--- src/rtl/tqvp_gpio_irq_pkg.sv ---
// Shared register map, edge-mode encodings and bus write-size helpers for the
// TinyQV GPIO/interrupt peripheral.
package tqvp_gpio_irq_pkg;

  localparam logic [5:0] ADDR_OUT      = 6'h00;
  localparam logic [5:0] ADDR_IN       = 6'h04;
  localparam logic [5:0] ADDR_EDGE_CFG = 6'h08;
  localparam logic [5:0] ADDR_STATUS   = 6'h0C;
  localparam logic [5:0] ADDR_ENABLE   = 6'h10;
  localparam logic [5:0] ADDR_COUNT    = 6'h14;
  localparam logic [5:0] ADDR_CMP      = 6'h18;
  localparam logic [5:0] ADDR_CTRL     = 6'h1C;

  localparam int STATUS_TIMER_BIT = 8;

  localparam logic [1:0] WR_BYTE = 2'b00;
  localparam logic [1:0] WR_HALF = 2'b01;
  localparam logic [1:0] WR_WORD = 2'b10;
  localparam logic [1:0] WR_NONE = 2'b11;

  typedef enum logic [1:0] {
    EDGE_OFF  = 2'b00,
    EDGE_RISE = 2'b01,
    EDGE_FALL = 2'b10,
    EDGE_BOTH = 2'b11
  } edge_mode_e;

  // Byte lanes touched by a bus write of the given size.
  function automatic logic [31:0] lane_mask(input logic [1:0] size);
    case (size)
      WR_BYTE: lane_mask = 32'h0000_00FF;
      WR_HALF: lane_mask = 32'h0000_FFFF;
      WR_WORD: lane_mask = 32'hFFFF_FFFF;
      default: lane_mask = 32'h0000_0000;
    endcase
  endfunction

endpackage

--- src/rtl/tqvp_input_filter.sv ---
// One-bit glitch filter with edge detection: the filtered value follows the
// input only after FILTER_CYC consecutive differing cycles.
module tqvp_input_filter
  import tqvp_gpio_irq_pkg::*;
#(
  parameter int FILTER_CYC = 3
) (
  input  logic       i_clk,
  input  logic       i_rst_n,
  input  logic       i_in,
  input  logic [1:0] i_mode,
  output logic       o_filt,
  output logic       o_event
);

  logic r_filt;
  logic w_diff;
  logic w_upd;

  assign w_diff = i_in ^ r_filt;

  generate
    if (FILTER_CYC <= 1) begin : g_bypass
      assign w_upd = w_diff;
    end else begin : g_cnt
      localparam int CNT_W = $clog2(FILTER_CYC);
      logic [CNT_W-1:0] r_cnt;

      assign w_upd = w_diff && (r_cnt == CNT_W'(FILTER_CYC - 1));

      always_ff @(posedge i_clk) begin
        if (!i_rst_n || !w_diff || w_upd) r_cnt <= '0;
        else                              r_cnt <= r_cnt + 1'b1;
      end
    end
  endgenerate

  always_ff @(posedge i_clk) begin
    if (!i_rst_n)   r_filt <= 1'b0;
    else if (w_upd) r_filt <= i_in;
  end

  // The event fires in the cycle the filtered value is about to toggle.
  assign o_event = w_upd &&
                   (( i_in && (i_mode == EDGE_RISE || i_mode == EDGE_BOTH)) ||
                    (!i_in && (i_mode == EDGE_FALL || i_mode == EDGE_BOTH)));
  assign o_filt  = r_filt;

endmodule

--- src/rtl/tqvp_gpio_irq.sv ---
// TinyQV GPIO peripheral: output register, filtered edge interrupts and an
// auto-reload timer interrupt behind a W1C status / enable mask.
module tqvp_gpio_irq
  import tqvp_gpio_irq_pkg::*;
#(
  parameter int N_IN       = 8,
  parameter int FILTER_CYC = 3,
  parameter int TIMER_W    = 16
) (
  input  logic        clk,
  input  logic        rst_n,
  input  logic [7:0]  ui_in,
  output logic [7:0]  uo_out,
  input  logic [5:0]  address,
  input  logic [31:0] data_in,
  input  logic [1:0]  data_write_n,
  input  logic [1:0]  data_read_n,
  output logic [31:0] data_out,
  output logic        data_ready,
  output logic        user_interrupt
);

  localparam logic [8:0]  STATUS_MASK = 9'h100 | 9'((1 << N_IN) - 1);
  localparam logic [15:0] CFG_MASK    = 16'((1 << (2 * N_IN)) - 1);

  logic [7:0]         r_out;
  logic [15:0]        r_edge_cfg;
  logic [8:0]         r_status;
  logic [8:0]         r_enable;
  logic [TIMER_W-1:0] r_count;
  logic [TIMER_W-1:0] r_cmp;
  logic               r_ctrl;

  logic [N_IN-1:0] w_filt;
  logic [N_IN-1:0] w_evt;
  logic [31:0]     w_mask;
  logic            w_wr;
  logic            w_wr_count;
  logic            w_tmr_hit;
  logic [8:0]      w_set;
  logic [8:0]      w_clr;
  logic            w_unused_bits;

  assign w_wr       = (data_write_n != WR_NONE);
  assign w_mask     = lane_mask(data_write_n);
  assign w_wr_count = w_wr && (address == ADDR_COUNT);
  assign w_unused_bits = &{1'b0, data_read_n, ui_in, data_in, w_mask};

  for (genvar i = 0; i < N_IN; i++) begin : g_in
    tqvp_input_filter #(.FILTER_CYC(FILTER_CYC)) u_filt (
      .i_clk   (clk),
      .i_rst_n (rst_n),
      .i_in    (ui_in[i]),
      .i_mode  (r_edge_cfg[2*i +: 2]),
      .o_filt  (w_filt[i]),
      .o_event (w_evt[i])
    );
  end

  // A bus write to COUNT suppresses both the increment and the compare event.
  assign w_tmr_hit = r_ctrl && !w_wr_count && (r_count == r_cmp);

  assign w_set = {w_tmr_hit, 8'(w_evt)};
  assign w_clr = (w_wr && address == ADDR_STATUS) ? (data_in[8:0] & w_mask[8:0]) : 9'd0;

  always_ff @(posedge clk) begin
    if (!rst_n) begin
      r_out      <= '0;
      r_edge_cfg <= '0;
      r_enable   <= '0;
      r_cmp      <= '0;
      r_ctrl     <= 1'b0;
    end else if (w_wr) begin
      case (address)
        ADDR_OUT:      r_out      <= (r_out & ~w_mask[7:0]) | (data_in[7:0] & w_mask[7:0]);
        ADDR_EDGE_CFG: r_edge_cfg <= ((r_edge_cfg & ~w_mask[15:0]) |
                                      (data_in[15:0] & w_mask[15:0])) & CFG_MASK;
        ADDR_ENABLE:   r_enable   <= ((r_enable & ~w_mask[8:0]) |
                                      (data_in[8:0] & w_mask[8:0])) & STATUS_MASK;
        ADDR_CMP:      r_cmp      <= (r_cmp & ~w_mask[TIMER_W-1:0]) |
                                     (data_in[TIMER_W-1:0] & w_mask[TIMER_W-1:0]);
        ADDR_CTRL:     r_ctrl     <= data_in[0];
        default: ;
      endcase
    end
  end

  // Set beats a simultaneous W1C of the same bit.
  always_ff @(posedge clk) begin
    if (!rst_n) r_status <= '0;
    else        r_status <= ((r_status & ~w_clr) | w_set) & STATUS_MASK;
  end

  always_ff @(posedge clk) begin
    if (!rst_n)          r_count <= '0;
    else if (w_wr_count) r_count <= (r_count & ~w_mask[TIMER_W-1:0]) |
                                    (data_in[TIMER_W-1:0] & w_mask[TIMER_W-1:0]);
    else if (w_tmr_hit)  r_count <= '0;
    else if (r_ctrl)     r_count <= r_count + 1'b1;
  end

  always_comb begin
    data_out = 32'd0;
    case (address)
      ADDR_OUT:      data_out = 32'(r_out);
      ADDR_IN:       data_out = 32'(w_filt);
      ADDR_EDGE_CFG: data_out = 32'(r_edge_cfg);
      ADDR_STATUS:   data_out = 32'(r_status);
      ADDR_ENABLE:   data_out = 32'(r_enable);
      ADDR_COUNT:    data_out = 32'(r_count);
      ADDR_CMP:      data_out = 32'(r_cmp);
      ADDR_CTRL:     data_out = 32'(r_ctrl);
      default:       data_out = 32'd0;
    endcase
  end

  assign uo_out         = r_out;
  assign data_ready     = 1'b1;
  assign user_interrupt = |(r_status & r_enable);

endmodule

--- config.mk ---
export PLATFORM = sky130hd
export DESIGN_NAME = tqvp_gpio_irq
export DESIGN_NICKNAME = d
export VERILOG_FILES = /design/src/rtl/tqvp_gpio_irq_pkg.sv /design/src/rtl/tqvp_input_filter.sv /design/src/rtl/tqvp_gpio_irq.sv
export SDC_FILE = /design/constraint.sdc
export NUM_CORES = 1
export LEC_CHECK = 0
export ABC_AREA = 1
export BUFFER_PORTS_ARGS = -buffer_cell sky130_fd_sc_hd__buf_2
export CAP_MARGIN = 20
export CORE_ASPECT_RATIO = 1.1
export CORE_UTILIZATION = 60
export DETAILED_ROUTE_END_ITERATION = 10
export PLACE_DENSITY = 0.86
export SLEW_MARGIN = 20
export SYNTH_ARGS = -nofsm -noshare
export SYNTH_HDL_FRONTEND = slang
export SYNTH_SLANG_ARGS = --single-unit
--- constraint.sdc ---
create_clock -name clk -period 4.2 [get_ports clk]
set_input_delay 0.63 -clock clk [delete_from_list [all_inputs] [get_ports clk]]
set_output_delay 0.63 -clock clk [all_outputs]
set_load 0.01 [all_outputs]
==> results of run 1 <==
area by class of cell:
class                      instances  area, um^2  share of cell area (%)
sequential                        99        1980                    34.9
clock inverter                     6        57.6                    1.01
timing repair buffer              60         305                    5.37
multi-input combinational        500        2680                    47.2
inverter                         104         390                    6.87
clock buffer                      10         128                    2.25
tap                              111         139                    2.44
layout by cell type, fill, tap and decap left out, types with 4 or more instances in the layout:
| cell | count |
|---|---|
| nand3_1 | 17 |
| inv_1 | 96 |
| nand4_1 | 17 |
| o2111ai_1 | 4 |
| nand2_1 | 125 |
| clkbuf_8 | 9 |
| a221oi_1 | 4 |
| o22ai_1 | 9 |
| o21ai_0 | 73 |
| o211ai_1 | 6 |
| a211oi_2 | 9 |
| ha_1 | 10 |
| buf_2 | 58 |
| a22oi_1 | 12 |
| nor3_1 | 7 |
| a211oi_1 | 5 |
| a21oi_1 | 76 |
| inv_2 | 5 |
| xnor2_1 | 7 |
| xor2_1 | 4 |
| dfxtp_1 | 99 |
| nand3b_1 | 6 |
| conb_1 | 17 |
| nor2_4 | 4 |
| nor2_1 | 62 |
| o221ai_1 | 7 |
how the worst max path moves through the flow:
stage	start	endpoint	slack (ns)	cells past startpoint
finish	address[0]	data_out[6]	1.22	9
global route	address[0]	data_out[6]	1.13	9
CTS	address[0]	data_out[6]	1.33	9
detailed placement	address[0]	data_out[6]	1.37	9
global placement	address[0]	data_out[6]	1.38	9
floorplan	address[0]	data_out[6]	1.98	8
kinds of logic after synthesis:
group                    synth area share [%]
AO/OA/AOI/OAI                            23.9
AND/OR/NAND/NOR                          22.0
flip-flops                               37.9
buffers and inverters                    11.8
other                                   0.144
XOR/XNOR                                 1.84
adder cells (fa/ha/maj)                  2.40
worst max-delay path, stage by stage:
cell	delay, ns
buf_2	0.08
inv_1	0.04
nand2_2	0.11
nor3_2	0.06
nand2_1	0.38
inv_1	0.26
a221oi_1	0.48
nand2_1	0.14
buf_2	0.16
report_power, final:
part           leakage [nW]  total, mW  switching [mW]  internal (mW)
Sequential            0.801      0.976          0.0156          0.960
Combinational          1.52      0.153           0.103         0.0494
Clock                0.0949      0.596           0.366          0.229
layer usage:
metal  part of all wire [%]  wire [um]  global-route usage, %
met2                     47       6550                   52.3
met1                     42       5770                   37.8
met5                      0          0                      0
met4                    4.3        597                   17.1
met3                    6.5        900                   5.68
metrics by stage:
step	utilization, %	instances	total power [mW]	hold slack [ns]	setup slack [ns]
final	67.6	890	1.72	0.415	1.22
after global routing	67.6	890	1.79	0.446	1.13
after CTS	67.6	890	1.72	0.420	1.33
after detailed placement	65.4	874	1.15	0.406	1.37
after global placement	65.4	874	1.14	0.399	1.38
after floorplan	-	740	1.11	0.391	1.98
==> results.md, run 1 <==
- CP Data Arrival Time: roughly 2.4 ns
- Nets: ~840
- VDD IR max: about 0.23 mV
- Initial antenna violation count: 0
- Filler cells: roughly 730
- CP Data Required Time: 3.57 ns
- Final instance area: ~0.0057 mm^2
- Hold Buf Count CTS: 0
- DRC: 0
- First-pass GRT wire length: about 22 mm
- Yosys reg bits: between 90 and 100
- Fin. Hold Viols: 0
- Drt wl/cell: approximately 16 um
- Area grow syn2layout: 8.81%
- Main flop type after synthesis: dfxtp_1
- Slew Limit Fails: 0
- Post-cts resize count: 0
- DP HPWL: 10.2 mm
- Period minus WS final: 2.98 ns
- Worst-path clk slew: 0.10 ns
- Cells after Synth: approximately 730
- Yosys Warn Count: 0
- R2R cell count: 9
- Startpoint types: input pin
- Post-synth EDFFs: 0
- CTS Sinks: between 90 and 100
- Skew-Pair Late Insertion Delay: approximately 0.38 ns
- Post-DRT Antenna Nets: 0
- CTS Buf Count: 9
- Port Buffers: 58
- Mapped Area: 0.00522 mm^2
- Initial core utilization: ~62%
- Avg Inst Size Synth: around 7.2 um^2
- Vias: approximately 5100
- CP Max Fanout: 11
- Worst Hold Class: reg2reg
- Root buf cell: clkbuf_8
- Top-area cell type share of the netlist area: 37.9%
- Leak pwr: roughly 2.4 nW
- Share of post-route cells with drive strength above 1: 13.4%
- Die area: 0.00908 mm^2
- CTS Buffer Depth: 2
- Placed inst area: around 0.0055 mm^2
- Gr ovfl total: 0
- Crit Path Class: in2out
- Relative slew slack: 36.7%
- Leading area contributor after synthesis: dfxtp_1
- Most frequent cells after synthesis: nand2_1 (125), dfxtp_1 (99), inv_1 (96)
- Unrepaired setup endpoints after global routing: no
- H-tree levels: 3
- Distinct cells, synth: 43
- Hold endpoint: g_in[0].u_filt.g_cnt.r_cnt[0]
- Max Fclk: about 340 MHz
- Total core area: approximately 0.0084 mm^2
- Via density: ~5.8
- Fraction of registers with async set/reset: 0%
- DRT Wirelength: 13.8 mm
- Largest net degree at the start of global routing: just under 60
- Power Density: approximately 300 mW/mm^2
- Seq/Total Area, Yosys: between 30% and 40%
- Worst Skew: 0.0118 ns
- Hold Startpoint: g_in[0].u_filt.g_cnt.r_cnt[0]
- Vias in the first global route: approximately 4800
- Max Cap Viol: 0
- Worst reg-to-reg setup slack: ~2.4 ns
- Die width: 91.0 um
- Setup_tns: 0 ns
- Ant diodes: 0
- Ports: 94
- GPL Wtd Cong: around 0.93
- Crit share post-route: a little under three quarters
- Top cells by area, synth: dfxtp_1 (38%), nand2_1 (9.0%), a21oi_1 (7.3%)
- Hold path depth: 1
- Crit end category: output pin
- First-pass iteration count of the detailed router: 5
- Final setup fails: 0
- Die H: 99.9 um
- Row Count: 35
- Worst slew pin tran: 0.946 ns
- Post-CTS Setup Bufs: 0
- Global-route total usage across every layer: between 30% and 40%
- Initial DRC Count: roughly 460
- Status: finished, final reports clean
- CTS tree: done
- Most frequent cell after synthesis: nand2_1
(Power assumes the default switching activity.)
==> inputs of run 2 (changes only) <==
--- a/config.mk
+++ b/config.mk
@@ -5,13 +5,13 @@
 export SDC_FILE = /design/constraint.sdc
 export NUM_CORES = 1
 export LEC_CHECK = 0
-export ABC_AREA = 1
+export ABC_AREA = 0
 export BUFFER_PORTS_ARGS = -buffer_cell sky130_fd_sc_hd__buf_2
 export CAP_MARGIN = 20
 export CORE_ASPECT_RATIO = 1.1
-export CORE_UTILIZATION = 60
+export CORE_UTILIZATION = 56
 export DETAILED_ROUTE_END_ITERATION = 10
-export PLACE_DENSITY = 0.86
+export PLACE_DENSITY = 0.81
 export SLEW_MARGIN = 20
 export SYNTH_ARGS = -nofsm -noshare
 export SYNTH_HDL_FRONTEND = slang
==> constraint.sdc (replaced) <==
create_clock -name clk -period 2.8 [get_ports clk]
set_input_delay 0.42 -clock clk [delete_from_list [all_inputs] [get_ports clk]]
set_output_delay 0.42 -clock clk [all_outputs]
set_load 0.01 [all_outputs]
==> run 2 against run 1 <==
  * Worst hold slack lost 0.081 ns
  * Cell count shrank 12%
  * Power grew 57%
  * Final area grew 1.8%
  * Combinational power grew 61%
  * Clock skew grew 0.0031 ns
  * Non-clock buffer count grew 17
  * Global-route usage shrank 0.58 points
  * Synthesized cell count shrank 15%
  * Count of clock-buffer cells in the layout shrank 1
  * Critical path depth shrank 2
  * First-iteration DRC count grew 30%
  * Critical path type unchanged
  * Largest cell class unchanged
==> results.md, run 2 <==
- Fraction of registers with async set/reset: 0%
- Max Cap Viol: 0
- Post-route total power: approximately 2.7 mW
- Worst-path clk slew: around 0.1 ns
- Nets: between 700 and 800
- Worst slew pin tran: between 0.7 and 0.8 ns
- Vias: 4934
- Main combinational cell family by area after synthesis: simple AND/OR/NAND/NOR gates
- Post-CTS Setup Bufs: 0
- Post-DRT Antenna Nets: 0
- Commonest non-fill, non-tap cells in the layout: dfxtp_1 (99), nor2_1 (80), buf_2 (58), nand2_1 (54), mux2i_1 (42)
- Row Count: 36
- Slew Limit Fails: 0
- Vias in the first global route: roughly 4600
- Via density: between 6 and 7
- Seq/Total Area, Yosys: a little under two fifths
- Worst reg-to-reg setup slack: 0.85 ns
- Setup_tns: 0 ns
- Power Density: approximately 470 mW/mm^2
- CTS Buf Count: 9
- Main flop type after synthesis: dfxtp_1
- GPL Wtd Cong: 0.893
- Top-area cell type share of the netlist area: 38.0%
- Share of post-route cells with drive strength above 1: between 15 and 20%
- Total core area: between 0.008 and 0.009 mm^2
- Worst Hold Class: in2reg
- Most frequent cell after synthesis: dfxtp_1
- Crit. Startpoint: address[4]
- Port Buffers: between 50 and 60
- Mapped Area: between 0.005 and 0.006 mm^2
- Status: finished, final reports clean
- Cells after Synth: around 610
- Drt wl/cell: about 18 um
- CTS tree: done
- Final setup fails: 0
- Simple-gate share of the synthesized area: 21.4%
- Reg2reg start: r_ctrl
- Avg Inst Size Synth: between 8 and 9 um^2
- Most common cell after layout, fill and taps aside: dfxtp_1
- Startpoint types: input pin
- Ant diodes: 0
- R2R cell count: 5
- Max Fclk: around 400 MHz
- Gr ovfl total: 0
- Leading area contributor after synthesis: dfxtp_1
- Relative slew slack: 51.4%
- First-pass iteration count of the detailed router: 8
- VDD IR max: between 0.3 and 0.4 mV
- Mux cell area share after synthesis: a little over a tenth
- Crit end category: output pin
- H-tree levels: 3
- CP Data Required Time: around 2.4 ns
- Initial core utilization: roughly three fifths
- Final instance area: around 0.0058 mm^2
- Unrepaired setup endpoints after global routing: no
- DRC: 0
- DP HPWL: approximately 10 mm
- Die area: approximately 0.0097 mm^2
- Period minus WS final: 2.54 ns
- CP Data Arrival Time: about 2.1 ns
- Hold path depth: 3
- Worst Skew: 0.0149 ns
- Yosys reg bits: 99
- Top cells by area, synth: dfxtp_1 (38%), mux2i_1 (8.1%), nor2_1 (5.8%)
- CTS Buffer Depth: 2
- Post-cts resize count: 0
- Fin. Hold Viols: 0
- Crit Path Class: in2out
- Post-synth EDFFs: 0
- Hold_ws: about 0.33 ns
- Hold Buf Count CTS: 0
- Initial antenna violation count: 0
- Die width: between 90 and 100 um
- Initial DRC Count: 597
- Hold Startpoint: data_in[11]
- Post-Synth XOR/XNOR Area: 4.54%
- Adder-Cell Fraction of Synth Area: between 2 and 2.5%
- Distinct cells, synth: 57
- Placed inst area: between 0.005 and 0.006 mm^2
- Root buf cell: clkbuf_8
- Die H: ~100 um
- Leak pwr: ~2.4 nW
- Compound-Gate Fraction of Synth Area: 16.1%
- Crit share post-route: 90.7%
- First-pass GRT wire length: about 23 mm
- Yosys Warn Count: 0
- Ports: between 90 and 100
- Fin util: between 60% and 70%
- CTS Sinks: between 90 and 100
- CP Max Fanout: 15
- Skew-Pair Late Insertion Delay: around 0.37 ns
- Global-route total usage across every layer: 30.5%
- Largest net degree at the start of global routing: 54
- DRT Wirelength: about 14 mm
- Most frequent cells after synthesis: dfxtp_1 (99), nor2_1 (80), nand2_1 (54)
- Area grow syn2layout: 11.0%
-- run 2: changes by cell type in the layout (fill, tap and decap cells not counted), moves of 9 or more --
cell	previous run	this run
nand4_1	17	7
a22oi_1	12	21
nor2_1	62	80
nand3_1	17	31
xor2_1	4	16
inv_1	96	19
mux2i_1	0	42
a211oi_2	9	0
buf_4	2	18
nand2_1	125	54
a21oi_1	76	31
o21ai_0	73	23
-- run 2: kinds of logic (layout without fill, tap and decap cells) --
kind of cell,count (synthesis),after routing
AND/OR/NAND/NOR,227,227
other,2,17
buffers and inverters,75,114
flip-flops,99,99
multiplexers,50,50
XOR/XNOR,27,27
AO/OA/AOI/OAI,124,124
adder cells (fa/ha/maj),10,10
-- run 2: how the worst max path moves through the flow --
stage,end,depth (start not counted)
finish,data_out[8],7
global route,data_out[8],7
CTS,data_out[8],7
detailed placement,data_out[8],7
global placement,data_out[6],7
floorplan,data_out[8],6
-- run 2: cell type report --
class / count / area [um^2]
Clock buffer: 9 / 124
Clock inverter: 7 / 90.1
Fill cell: 776 / 3180
Inverter: 21 / 78.8
Multi-Input combinational cell: 455 / 2920
Sequential cell: 99 / 1980
Tap cell: 114 / 143
Timing Repair Buffer: 77 / 445
-- run 2: report_power, final --
group | internal (mW) | leakage (nW) | total [mW] | switching (mW)
logic | 0.0864 | 1.51 | 0.247 | 0.161
clock network | 0.441 | 0.110 | 1.01 | 0.565
registers | 1.43 | 0.800 | 1.45 | 0.0211
-- run 2: metal layers --
layer  global-route usage, %  part of all wire [%]  vias up
li1                        -                     -     2261
met1                    38.1                    40     2350
met2                    53.3                    49      282
met3                    4.61                   8.1       41
met4                    11.6                   2.7        0
met5                       0                     0        -
-- run 2: through the flow --
stage	setup slack (ns)	std cells
floorplan	0.443	629
global placement	0.321	766
detailed placement	0.295	766
CTS	0.295	782
global route	0.122	782
finish	0.260	782
-- run 2: critical path: stages --
cell	delay, ns
buf_2	0.23
or4_1	0.60
nor3_1	0.21
buf_4	0.27
a22oi_1	0.12
nand3_1	0.12
buf_2	0.14
==> inputs of run 3 (changes only) <==
--- a/config.mk
+++ b/config.mk
@@ -8,7 +8,7 @@
 export ABC_AREA = 0
 export BUFFER_PORTS_ARGS = -buffer_cell sky130_fd_sc_hd__buf_2
 export CAP_MARGIN = 20
-export CORE_ASPECT_RATIO = 1.1
+export CORE_ASPECT_RATIO = 0.9
 export CORE_UTILIZATION = 56
 export DETAILED_ROUTE_END_ITERATION = 10
 export PLACE_DENSITY = 0.81
==> run 3 against run 2 <==
  * Setup slack better by 0.0026 ns
  * Combinational power hardly changed
  * Utilization is 0.85 points lower
  * Sequential cell count stayed put
  * Critical path type unchanged
  * Critical endpoint is now data_out[1]
  * Largest power group unchanged
  * Highest routed layer unchanged
==> results.md, run 3 (synthesis results as in run 2) <==
- DRT Wirelength: about 14 mm
- CTS Sinks: 99
- Max Cap Viol: 0
- Ports: 94
- Worst Hold Class: in2reg
- Ant diodes: 0
- Commonest non-fill, non-tap cells in the layout: dfxtp_1 (99), nor2_1 (80), buf_2 (58), nand2_1 (54), mux2i_1 (42)
- Initial antenna violation count: 0
- CTS Buf Count: 9
- H-tree levels: 3
- Die width: between 100 and 150 um
- Placed cells: approximately 770
- Initial DRC Count: around 600
- CP Max Fanout: 15
- Row Count: 33
- Most common cell after layout, fill and taps aside: dfxtp_1
- Final setup fails: 0
- Worst Skew: ~0.0083 ns
- Worst slew pin tran: roughly 0.6 ns
- Status: finished, final reports clean
- WP buf/inv: 3
- Nets: 722
- Post-route total power: 2.74 mW
- Share of post-route cells with drive strength above 1: around 16%
- Port Buffers: 58
- Reg2reg start: r_ctrl
- Fin util: between 60% and 70%
- First-pass iteration count of the detailed router: 6
- Period minus WS final: between 2 and 3 ns
- Critical-path cell list: buf_2 -> or4b_2 -> nor2_1 -> buf_4 -> a22o_1 -> a221o_1 -> buf_2
- Drt wl/cell: 17.9 um
- VDD IR max: 0.371 mV
- DRC: 0
- Post-DRT Antenna Nets: 0
- Hold Startpoint: ui_in[5]
- Crit Path Class: in2out
- Skew-Pair Late Insertion Delay: roughly 0.37 ns
- Hold_ws: 0.333 ns
- Post-CTS Setup Bufs: 0
- Hold path depth: 3
- Global-route total usage across every layer: between 20 and 30%
- Final instance area: 0.00579 mm^2
- Crit share post-route: 90.6%
- Slowest cell on crit path: or4b_2
- Hold Buf Count CTS: 0
- Worst reg-to-reg setup slack: between 0.7 and 0.8 ns
- GPL Wtd Cong: around 0.93
- Worst-path clk slew: 0.10 ns
- Max Fclk: approximately 390 MHz
- Post-cts resize count: 0
- Area grow syn2layout: 11.0%
- Crit-path max cell delay: 0.76 ns
- First-pass GRT wire length: between 20 and 25 mm
- Crit-path most repeated cell: buf_2
- Final setup margin: around 0.26 ns
- CTS tree: done
- Gr ovfl total: 0
- Startpoint types: input pin
- Die area: between 0.009 and 0.01 mm^2
- Die H: a little over 90 um
- R2R cell count: 5
- Via density: 6.20
- Vias in the first global route: roughly 4400
- Setup_tns: 0 ns
- Relative slew slack: 59.7%
- Pre-CTS setup slack: 0.318 ns
- Total core area: about 0.009 mm^2
- CTS Buffer Depth: 2
- Leak pwr: 2.41 nW
- Crit end category: output pin
- CP Data Arrival Time: around 2.1 ns
- Slew Limit Fails: 0
- DP HPWL: ~10 mm
- Vias: ~5000
- Delay-heaviest family, CP: simple AND/OR/NAND/NOR gates
- Largest net degree at the start of global routing: just over 70
- Fin. Hold Viols: 0
- Initial core utilization: roughly 57%
- CP Data Required Time: 2.38 ns
- Power Density: 473 mW/mm^2
- Root buf cell: clkbuf_8
- Finished Layout Cells: roughly 790
- Hold endpoint: g_in[5].u_filt.o_filt
- Unrepaired setup endpoints after global routing: no
- Placed inst area: 0.00556 mm^2
==> run 3: changes by cell type in the layout (fill, tap and decap cells not counted) <==
cell,previous run,this run
buf_4,18,15
inv_6,2,0
inv_8,3,1
bufinv_16,1,2
clkbuf_1,0,1
clkbuf_8,9,10
clkinv_2,0,1
==> run 3: worst max path at each step <==
stage	from	to	slack [ns]	cells past startpoint
6_report	address[1]	data_out[1]	0.26	7
5_1_grt	address[1]	data_out[1]	0.23	7
4_1_cts	address[1]	data_out[1]	0.30	7
3_5_place_dp	address[1]	data_out[1]	0.32	7
3_3_place_gp	address[1]	data_out[1]	0.34	7
2_1_floorplan	address[1]	data_out[8]	0.44	6
==> run 3: cell type report <==
| class | count | area, um^2 |
|---|---|---|
| Fill cell | 776 | 3300 |
| Multi-Input combinational cell | 455 | 2920 |
| Sequential cell | 99 | 1980 |
| Timing Repair Buffer | 74 | 423 |
| Tap cell | 122 | 153 |
| Clock buffer | 11 | 141 |
| Clock inverter | 5 | 85.1 |
| Inverter | 21 | 78.8 |
==> run 3: power by group <==
part | internal [mW] | leakage [nW] | switching, mW
clock | 0.535 | 0.115 | 0.507
combinational | 0.0858 | 1.50 | 0.159
sequential | 1.43 | 0.800 | 0.0204
==> run 3: worst reg2reg max path, stage by stage, from the launching register on <==
cell and delay, ns:
dfxtp_1 0.43, clkinv_1 0.48, a21o_1 0.45, nand2_1 0.25, a21oi_1 0.10, a311oi_1 0.24
==> run 3: per-layer routing <==
| metal | up-vias | GRT usage [%] | routed length [um] |
|---|---|---|---|
| met4 | 0 | 10.4 | 340 |
| li1 | 2245 | - | - |
| met2 | 289 | 48.7 | 6600 |
| met5 | - | 0 | 0 |
| met3 | 41 | 5.37 | 1310 |
| met1 | 2303 | 38.6 | 5830 |
